## config.mk

```make
export PLATFORM = sky130hd
export DESIGN_NAME = mem_copy_dma
export DESIGN_NICKNAME = d
export VERILOG_FILES = /design/src/rtl/mem_pkg.sv /design/src/rtl/mem_copy_dma.sv
export SDC_FILE = /design/constraint.sdc
export NUM_CORES = 1
export LEC_CHECK = 0
export CAP_MARGIN = 20
export CORE_MARGIN = 4
export CORE_UTILIZATION = 44
export DETAILED_ROUTE_END_ITERATION = 10
export PLACE_DENSITY = 0.87
export SYNTH_ARGS = -nofsm -noshare
export SYNTH_HDL_FRONTEND = slang
export SYNTH_SLANG_ARGS = --single-unit
```

## constraint.sdc

```tcl
create_clock -name clk_i -period 4.3 [get_ports clk_i]
set_input_delay 1.29 -clock clk_i [delete_from_list [all_inputs] [get_ports clk_i]]
set_output_delay 1.29 -clock clk_i [all_outputs]
set_load 0.02 [all_outputs]
```

## src/rtl/mem_pkg.sv

```systemverilog
// Shared memory-port types and the chunk-sizing helpers used by the copy engine.
package mem_pkg;

  typedef enum logic [1:0] {
    BYTE     = 2'd0,
    HALFWORD = 2'd1,
    WORD     = 2'd2
  } mem_width_t;

  // Largest access that fits in the bytes still to copy; alignment is irrelevant.
  function automatic mem_width_t chunk_width(input logic [31:0] remaining);
    if (remaining >= 32'd4) begin
      return WORD;
    end else if (remaining >= 32'd2) begin
      return HALFWORD;
    end
    return BYTE;
  endfunction

  function automatic logic [2:0] width_bytes(input mem_width_t w);
    case (w)
      BYTE:     return 3'd1;
      HALFWORD: return 3'd2;
      default:  return 3'd4;
    endcase
  endfunction

endpackage

```

## src/rtl/mem_copy_dma.sv

```systemverilog
// Forward memory-to-memory copy engine: one read cycle then one write cycle per
// chunk, chunk width shrinking from WORD to BYTE as the tail gets short.
module mem_copy_dma
  import mem_pkg::*;
#(
  parameter int AddrWidth = 10
) (
  input  logic                 clk_i,
  input  logic                 rst_ni,
  input  logic                 start_i,
  input  logic [AddrWidth-1:0] src_i,
  input  logic [AddrWidth-1:0] dst_i,
  input  logic [AddrWidth:0]   len_i,
  output logic                 busy_o,
  output logic                 done_o,
  output logic [AddrWidth-1:0] mem_addr_o,
  output mem_width_t           mem_width_o,
  output logic                 mem_sign_extend_o,
  output logic                 mem_we_o,
  output logic [31:0]          mem_data_o,
  input  logic [31:0]          mem_data_i
);

  localparam int CntW = AddrWidth + 1;

  typedef enum logic [1:0] {
    IDLE = 2'd0,
    RD   = 2'd1,
    WR   = 2'd2
  } state_e;

  state_e               state_q, state_d;
  logic [AddrWidth-1:0] src_q, src_d;
  logic [AddrWidth-1:0] dst_q, dst_d;
  logic [CntW-1:0]      rem_q, rem_d;
  logic                 done_q, done_d;

  mem_width_t           chunk_w;
  logic [2:0]           chunk_n;

  assign chunk_w = chunk_width(32'(rem_q));
  assign chunk_n = width_bytes(chunk_w);

  assign done_o            = done_q;
  assign mem_sign_extend_o = 1'b0;

  always_comb begin
    state_d     = state_q;
    src_d       = src_q;
    dst_d       = dst_q;
    rem_d       = rem_q;
    done_d      = 1'b0;
    busy_o      = 1'b0;
    mem_addr_o  = '0;
    mem_width_o = WORD;
    mem_we_o    = 1'b0;
    mem_data_o  = '0;

    case (state_q)
      IDLE: begin
        if (start_i) begin
          src_d = src_i;
          dst_d = dst_i;
          rem_d = len_i;
          // A zero-length request completes immediately without touching memory.
          if (len_i != '0) begin
            state_d = RD;
          end else begin
            done_d = 1'b1;
          end
        end
      end
      RD: begin
        busy_o      = 1'b1;
        mem_addr_o  = src_q;
        mem_width_o = chunk_w;
        state_d     = WR;
      end
      WR: begin
        busy_o      = 1'b1;
        mem_addr_o  = dst_q;
        mem_width_o = chunk_w;
        mem_we_o    = 1'b1;
        // Read data from the previous RD cycle is forwarded straight to the write port.
        mem_data_o  = mem_data_i;
        src_d       = src_q + AddrWidth'(chunk_n);
        dst_d       = dst_q + AddrWidth'(chunk_n);
        rem_d       = rem_q - CntW'(chunk_n);
        if (rem_d == '0) begin
          state_d = IDLE;
          done_d  = 1'b1;
        end else begin
          state_d = RD;
        end
      end
      default: state_d = IDLE;
    endcase
  end

  always_ff @(posedge clk_i) begin
    if (!rst_ni) begin
      state_q <= IDLE;
      src_q   <= '0;
      dst_q   <= '0;
      rem_q   <= '0;
      done_q  <= 1'b0;
    end else begin
      state_q <= state_d;
      src_q   <= src_d;
      dst_q   <= dst_d;
      rem_q   <= rem_d;
      done_q  <= done_d;
    end
  end

endmodule
```

==> results.md, run 1 <==
Outcome:
- The flow ran to the end, and the final reports show no timing, DRC or antenna violations.

GRT:
- The number of antenna violations at the first check in global routing was 0.
- The number of global-route vias before repair was 3118.
- The first-pass GRT wire length is 14100 µm.
- The overall track demand over capacity in global routing is 22.1%.
- Summed over all layers, the global routing overflow is 0.
- Entering global routing, the biggest net connects 37 pins.

Route:
- The number of DRC markers after the initial detailed-route iteration is 192.
- The via count of the routed design is 3181.
- In the routed layout, each cell is associated on average with a via count of 5.79.
- Dividing the detail-routed wire length by the instance count gives 16.0 µm.
- The routed design has 8800 µm of wire.
- The number of DRC violations after detailed routing is 0.
- The number of detailed-route iterations in the first pass is 4.
- The count of nets left with antenna violations once routing finished came out at 0.

Timing:
- Based on the critical path, the design can be clocked at up to 259 MHz.
- Setup repair after global routing left no endpoint under its margin.
- The number of max-slew violations in the final report is 0.
- The largest clock skew in the final design is 0.00408 ns.
- The worst pin sits at a relative slew slack of 47.1%.
- The count of final hold-check violations is 0.
- The actual transition at the worst max-transition pin is 0.791 ns.
- The final number of setup-violating endpoints is 0.
- The final-layout setup total negative slack is 0 ns.
- The clock period minus final worst setup slack is 3.87 ns.
- The final clock period utilization by the worst path is 89.9%.

Floorplanning:
- The width of the chip is 88.4 µm.
- In this run the core area contains 29 standard-cell rows.
- 114 I/O pins were placed.
- In this run the vertical extent of the chip is 88.4 µm.
- The die covers 7810 µm².
- The total area inside the core boundary comes to 6310 µm².
- For this configuration, the core starts out at a cell density of 45.0%.

Job:
- The number of max-cap violations is 0.

Synth:
- The number of enable flip-flop cells after synthesis is 0.
- The sequential-to-total area share from yosys stat is 23.9%.
- For this run, asynchronously set or reset flops after synthesis account for 0%.
- After synthesis, the cell types taking the most area are sky130_fd_sc_hd__dfxtp_1 24%, sky130_fd_sc_hd__and2_1 7.3%, sky130_fd_sc_hd__ha_1 6.2%.
- Summed over its instances, the top area cell type makes up 23.9% of the synthesized netlist area.
- The largest area contributor in the netlist is sky130_fd_sc_hd__dfxtp_1.
- Counting every net in the synthesized netlist gives 457.
- The dominant synthesized flop cell is sky130_fd_sc_hd__dfxtp_1.
- The cell count after synthesis is 374.
- The mapped netlist covers 2840 µm².
- sky130_fd_sc_hd__dfxtp_1 is the most common cell in the netlist.
- A synthesized cell averages 7.60 µm².
- The distinct cell type count after synthesis is 58.
- For this run, the number of Yosys warnings is 0.
- By count the netlist is led by 34 x sky130_fd_sc_hd__dfxtp_1, 33 x sky130_fd_sc_hd__and2_1, 31 x sky130_fd_sc_hd__nand2_1.
- After synthesis the netlist holds a flip-flop and latch count of 34.

Critical path:
- The class of the most critical setup path is reg2out.
- Across all register-to-register paths, the minimum setup slack is 0.61 ns.
- The worst endpoint required time is 3.01 ns.
- The first element of the critical path is rem_q[3].
- Of all nets on the critical path, the largest fanout is 8.
- Counting cells, the worst reg-to-reg path comes to 12.
- The worst setup path is launched from a flip-flop.
- The worst register-to-register path ends at state_q[0].
- The beginning of the worst register-to-register path is rem_q[3].
- The data arrival time of the critical path is 2.58 ns.
- The endpoint of the worst setup timing path is mem_width_o[0].
- The worst setup path is captured at a primary output.

Clocking:
- The number of buffers inserted by post-CTS setup repair is 0.
- The clock tree from TritonCTS is built.
- The clock edge transition at the registers on the reported setup and hold paths is 0.07 ns.
- The number of buffers inserted during clock tree synthesis is 5.
- The number of sinks driven by the clock tree is 34.
- After clock tree synthesis, the flow added hold-fix buffers numbering 0.
- The buffer cell driving the clock tree root is sky130_fd_sc_hd__clkbuf_8.
- The number of resized instances in the post-cts repair step is 0.
- The number of buffers between clock root and the deepest sink is 2.
- The maximum level of the CTS H-tree is 2.
- For the worst-skew pair, the clock arrives at the later sink with an insertion delay of 0.28 ns.

Power and ir drop:
- The total power divided by cell area is 273 nW/µm².
- The net switching power is 0.416 mW.
- Summed over all cells, the static leakage comes to 1.56 nW.
- Per report_power, the clock group accounts for 22.4% of the total.
- The post-layout total power is 1.12 mW.
- The fraction of power consumed by sequential logic is 34.9%.
- The worst supply voltage drop on vdd is 0.000197 V.
- The cell-internal power is 0.702 mW.
- The part of the total power dissipated in combinational logic is 42.7%.
- Of the total power, the share spent switching nets is 37.2%.

Placed design:
- The number of instances in the placed design is 541.
- The HPWL after detailed placement is 6560 µm.
- The congestion estimate from routability-driven global placement came to 0.951.
- Port buffering added 112 buffers.

Cells and area:
- The share of layout cells above drive strength 1 is 5.72%.
- The net count of the finished layout is 554.
- 0 antenna diodes ended up in the layout.
- Measured on the finished design, the core utilization comes to 64.9%.
- The finished layout holds 549 standard cells, fillers aside.
- Relative to the synthesized area, the layout overhead comes to 44.2%.

Min path:
- The worst hold-check path type is reg2reg.
critical path, stage by stage, from the launching register on:
cell	delay [ns]
sky130_fd_sc_hd__dfxtp_1	0.40
sky130_fd_sc_hd__nor4_4	0.42
sky130_fd_sc_hd__nand2_2	0.12
sky130_fd_sc_hd__or4_4	0.48
sky130_fd_sc_hd__inv_2	0.11
sky130_fd_sc_hd__and3_1	0.15
sky130_fd_sc_hd__clkdlybuf4s50_1	0.60
cell usage in the layout (no fill, tap or decap), types with 3 or more instances in the layout:
cell / instances
sky130_fd_sc_hd__inv_1: 12
sky130_fd_sc_hd__o311a_1: 3
sky130_fd_sc_hd__o211ai_1: 3
sky130_fd_sc_hd__mux2i_1: 3
sky130_fd_sc_hd__nor4_1: 6
sky130_fd_sc_hd__clkdlybuf4s50_1: 112
sky130_fd_sc_hd__nor2b_1: 22
sky130_fd_sc_hd__a21boi_0: 9
sky130_fd_sc_hd__nor4b_1: 3
sky130_fd_sc_hd__ha_1: 13
sky130_fd_sc_hd__nand4_1: 3
sky130_fd_sc_hd__o221a_2: 5
sky130_fd_sc_hd__and2_1: 33
sky130_fd_sc_hd__a21o_1: 5
sky130_fd_sc_hd__a21oi_1: 28
sky130_fd_sc_hd__o21a_1: 5
sky130_fd_sc_hd__a211o_1: 3
sky130_fd_sc_hd__dfxtp_1: 34
sky130_fd_sc_hd__o22ai_1: 4
sky130_fd_sc_hd__nand2_1: 31
sky130_fd_sc_hd__o211a_1: 7
sky130_fd_sc_hd__o21ai_0: 24
sky130_fd_sc_hd__a41oi_1: 3
sky130_fd_sc_hd__and3_1: 4
sky130_fd_sc_hd__o2111ai_1: 4
sky130_fd_sc_hd__buf_4: 5
sky130_fd_sc_hd__a22oi_1: 10
sky130_fd_sc_hd__nor3_1: 9
sky130_fd_sc_hd__a31oi_1: 3
sky130_fd_sc_hd__nor2_1: 22
sky130_fd_sc_hd__fa_1: 3
sky130_fd_sc_hd__clkbuf_8: 6
power groups by stage:
stage	logic (mW)	clock network, mW	registers (mW)
detailed placement	0.471	0	0.396
global placement	0.463	0	0.393
finish	0.478	0.250	0.390
global route	0.527	0.270	0.395
CTS	0.475	0.261	0.389
floorplan	0.314	0	0.385
state kept, by name, summed over array words and instances, names as in the netlist:
name,flops
done_o,1
dst_q,10
rem_q,11
src_q,10
state_q,2
cell type report:
type | count | area (µm²)
clock buffer | 6 | 82.6
clock inverter | 2 | 12.5
fill | 556 | 2210
inverter | 14 | 52.6
multi-input combinational | 298 | 2000
sequential | 34 | 681
tap | 77 | 96.3
timing repair buffer | 118 | 1180
worst min-delay path by stage:
stage	from	to	slack [ns]	cells past startpoint
floorplan	rem_q[0]	rem_q[0]	0.44	2
global placement	rem_q[0]	rem_q[0]	0.45	2
detailed placement	rem_q[0]	rem_q[0]	0.46	2
CTS	rem_q[0]	rem_q[0]	0.47	2
global route	rem_q[0]	rem_q[0]	0.50	2
finish	rem_q[0]	rem_q[0]	0.47	2
routing by layer:
layer  GRT usage, %  part of all wire (%)
met1           27.4                    42
met2           37.7                    49
met3           4.75                   7.7
met4           7.55                   1.8
met5              0                     0
per-stage QoR:
step	setup slack (ns)	hold slack, ns	instance area [µm²]
global placement	0.539	0.453	4000
finish	0.434	0.468	4100
detailed placement	0.518	0.458	4000
global route	0.333	0.498	4100
floorplan	1.09	0.441	2840
CTS	0.449	0.469	4100
cell families after synthesis:
group,share of synthesized area [%]
XOR/XNOR,0.616
multiplexers,1.06
AO/OA/AOI/OAI,32.0
AND/OR/NAND/NOR,28.1
adder cells (fa/ha/maj),8.27
flip-flops,23.9
other,0.132
buffers and inverters,5.94
Power figures use the tool's default switching activity.
==> run 2, diff against run 1 <==
--- a/constraint.sdc
+++ b/constraint.sdc
@@ -3,2 +3,2 @@
 set_output_delay 1.29 -clock clk_i [all_outputs]
-set_load 0.02 [all_outputs]
+set_load 0.01 [all_outputs]
==> run 2 against run 1 <==
Register-to-register slack lost 0.10 ns. Critical path depth stayed put. Final cell count up 0.18%. Largest cell class unchanged. Routed wire length is 5.0% higher. Highest routed layer unchanged. Maximum frequency grew 1.2%. Combinational power shrank 2%. Die area did not move.
==> results.md, run 2 (synthesis results as in run 1) <==
GRT:
- The first global-routing pass estimated 14300 µm of wire.
- The pin count of the biggest net entering global routing is 34.
- Summed over all layers, the global routing overflow is 0.
- The overall track demand over capacity in global routing is 22.9%.
- The number of global-route vias before repair is 3061.
- The number of antenna violations at the first check in global routing is 0.

Clocking:
- Once the clock tree was built, the setup fixing pass inserted 0 buffers.
- The number of buffers inserted during clock tree synthesis is 5.
- CTS placed an instance of sky130_fd_sc_hd__clkbuf_8 at the clock tree root.
- The clock tree synthesis step divided the H-tree into 2 levels.
- In this run, post-CTS hold repair placed 0 buffers.
- The longest clock path from root to sink contains 2 buffers.
- For the worst-skew pair, the clock arrives at the later sink with an insertion delay of 0.29 ns.
- The clock edge transition at the registers on the reported setup and hold paths is 0.08 ns.
- The number of sinks driven by the clock tree is 34.
- TritonCTS built the clock tree.
- The number of resized instances in the post-cts repair step is 0.

Power and ir drop:
- The cell leakage power is 1.57 nW.
- The worst supply voltage drop on vdd is 0.000173 V.
- Summing internal, switching and leakage power gives 1.12 mW.
- For this design the ratio of total power to cell area is 273 nW/µm².

Placed design:
- The post-DP HPWL is 6870 µm.
- Timing analysis after detailed placement gives a worst setup slack of 0.574 ns.
- Buffers placed on the I/O ports in this run total 112.
- The placer's final routability congestion estimate is 0.929.

Critical path:
- The data arrival time of the critical path is 2.53 ns.
- The largest driver fanout on the critical path is 8.
- The worst setup path is captured at a primary output.
- The class of the most critical setup path is reg2out.
- The signal on the critical path passes through nor4_4, nand2_2, or4_4, inv_2, and3_1, clkdlybuf4s50_1.
- The biggest cell delay along the critical path is 0.53 ns.
- Among all stages on the critical path, the largest delay is contributed by sky130_fd_sc_hd__clkdlybuf4s50_1.
- The worst endpoint required time is 3.01 ns.
- The type of origin of the critical path is a flip-flop.

Cells and area:
- The final antenna diode count is 0.
- The library cell used most frequently in the layout, excluding fill and tap cells, is sky130_fd_sc_hd__clkdlybuf4s50_1.
- The final standard cell utilization of the core is 64.8%.
- The register with the most flip-flops is rem_q.
- In the final layout, the registers with the most flip-flops are rem_q (11), dst_q (10), src_q (10).
- From synthesis to final layout, the design area changed by 44.0%.
- The number of flip-flops in the largest register is 11.
- The net count of the finished layout is 555.
- In the layout the commonest cells are 112 x sky130_fd_sc_hd__clkdlybuf4s50_1, 34 x sky130_fd_sc_hd__dfxtp_1, 33 x sky130_fd_sc_hd__and2_1.
- Cells with a size suffix above 1 make up 5.92% of the layout.

Route:
- The detailed router finished its first iteration with 219 violations.
- The via count of the routed design is 3189.
- In the routed layout, each cell is associated on average with a via count of 5.80.
- The count of nets left with antenna violations once routing finished came out at 0.
- The routed design has 9240 µm of wire.
- In the routed design, unresolved DRC markers number 0.
- The number of detailed-route iterations in the first pass is 4.
- The final routed wire length divided by cell count is 16.8 µm.

Timing:
- The headroom to the max-slew limit is 32.7%.
- The final number of setup-violating endpoints is 0.
- Between clock sinks in the finished design, the worst skew comes to 0.00890 ns.
- The number of max-slew violations in the final report is 0.
- At the pin with the least slew margin, the transition time is 1.01 ns.
- The routed design could run at a clock period as short as 3.82 ns.
- The maximum operating frequency is 262 MHz.
- The count of final hold-check violations is 0.
- Summed over all failing endpoints, the final setup total negative slack is 0 ns.
- The worst-case setup margin in the final layout is 0.479 ns.
- Setup repair after global routing left no endpoint under its margin.
- Dividing the final minimum period by the clock period gives 88.9%.

Floorplanning:
- The initial core utilization is 45.0%.
- The number of ports placed on the die boundary is 114.
- The region available for standard cell placement spans 6310 µm².
- The row count is 29.
- The width of the chip is 88.4 µm.
- Measured along the y axis, the die boundary spans 88.4 µm.
- The full die area is 7810 µm².

Job:
- Max-cap violations in this run came to 0.

Outcome:
- The run finished with clean final reports.

Min path:
- The worst hold-check path type is reg2reg.
==> run 2: cell count changes in the layout (fill, tap and decap cells not counted) <==
cell and change:
sky130_fd_sc_hd__buf_12 -1, sky130_fd_sc_hd__buf_4 +2
==> run 2: layout make-up <==
class,count,area (µm²)
fillers,536,2220
multi-input cells,298,2000
repair buffers,119,1170
flip-flops and latches,34,681
well taps,77,96.3
clock buffers,6,82.6
inverters,14,52.6
clock inverters,2,12.5
==> run 2: final timing paths <==
| check | startpoint | endpoint | slack, ns | depth (start not counted) |
|---|---|---|---|---|
| min | rem_q[0] | rem_q[0] | 0.48 | 2 |
| max | rem_q[3] | mem_width_o[0] | 0.48 | 6 |
| max reg2reg | rem_q[3] | state_q[0] | 0.51 | 12 |
| min reg2reg | rem_q[0] | rem_q[0] | 0.48 | 2 |
==> run 2: critical path, delay by kind of cell, from the launching register on <==
kind,cells,cell delay [ns]
buffers and inverters,2,0.64
flip-flops,1,0.40
AND/OR/NAND/NOR,4,1.20
==> run 2: stage by stage <==
step,hold WS (ns),cells,instance area [µm²]
after global routing,0.494,550,4090
after floorplan,0.441,374,2840
after global placement,0.452,542,4000
final,0.482,550,4090
after detailed placement,0.465,542,4000
after CTS,0.477,550,4090
==> run 2: metal layers <==
| layer | up-vias | global-route usage, % | share of wire [%] |
|---|---|---|---|
| met3 | 18 | 4.84 | 7.4 |
| met5 | - | 0 | 0 |
| met1 | 1484 | 28.0 | 40 |
| li1 | 1551 | - | - |
| met4 | 0 | 8.65 | 1.9 |
| met2 | 136 | 39.2 | 51 |
==> run 2: report_power, final <==
group	switching, mW	internal (mW)	total (mW)	leakage [nW]
logic	0.244	0.225	0.469	1.24
registers	0.0414	0.349	0.390	0.281
clock network	0.128	0.129	0.257	0.0472
total	0.414	0.702	1.12	1.57
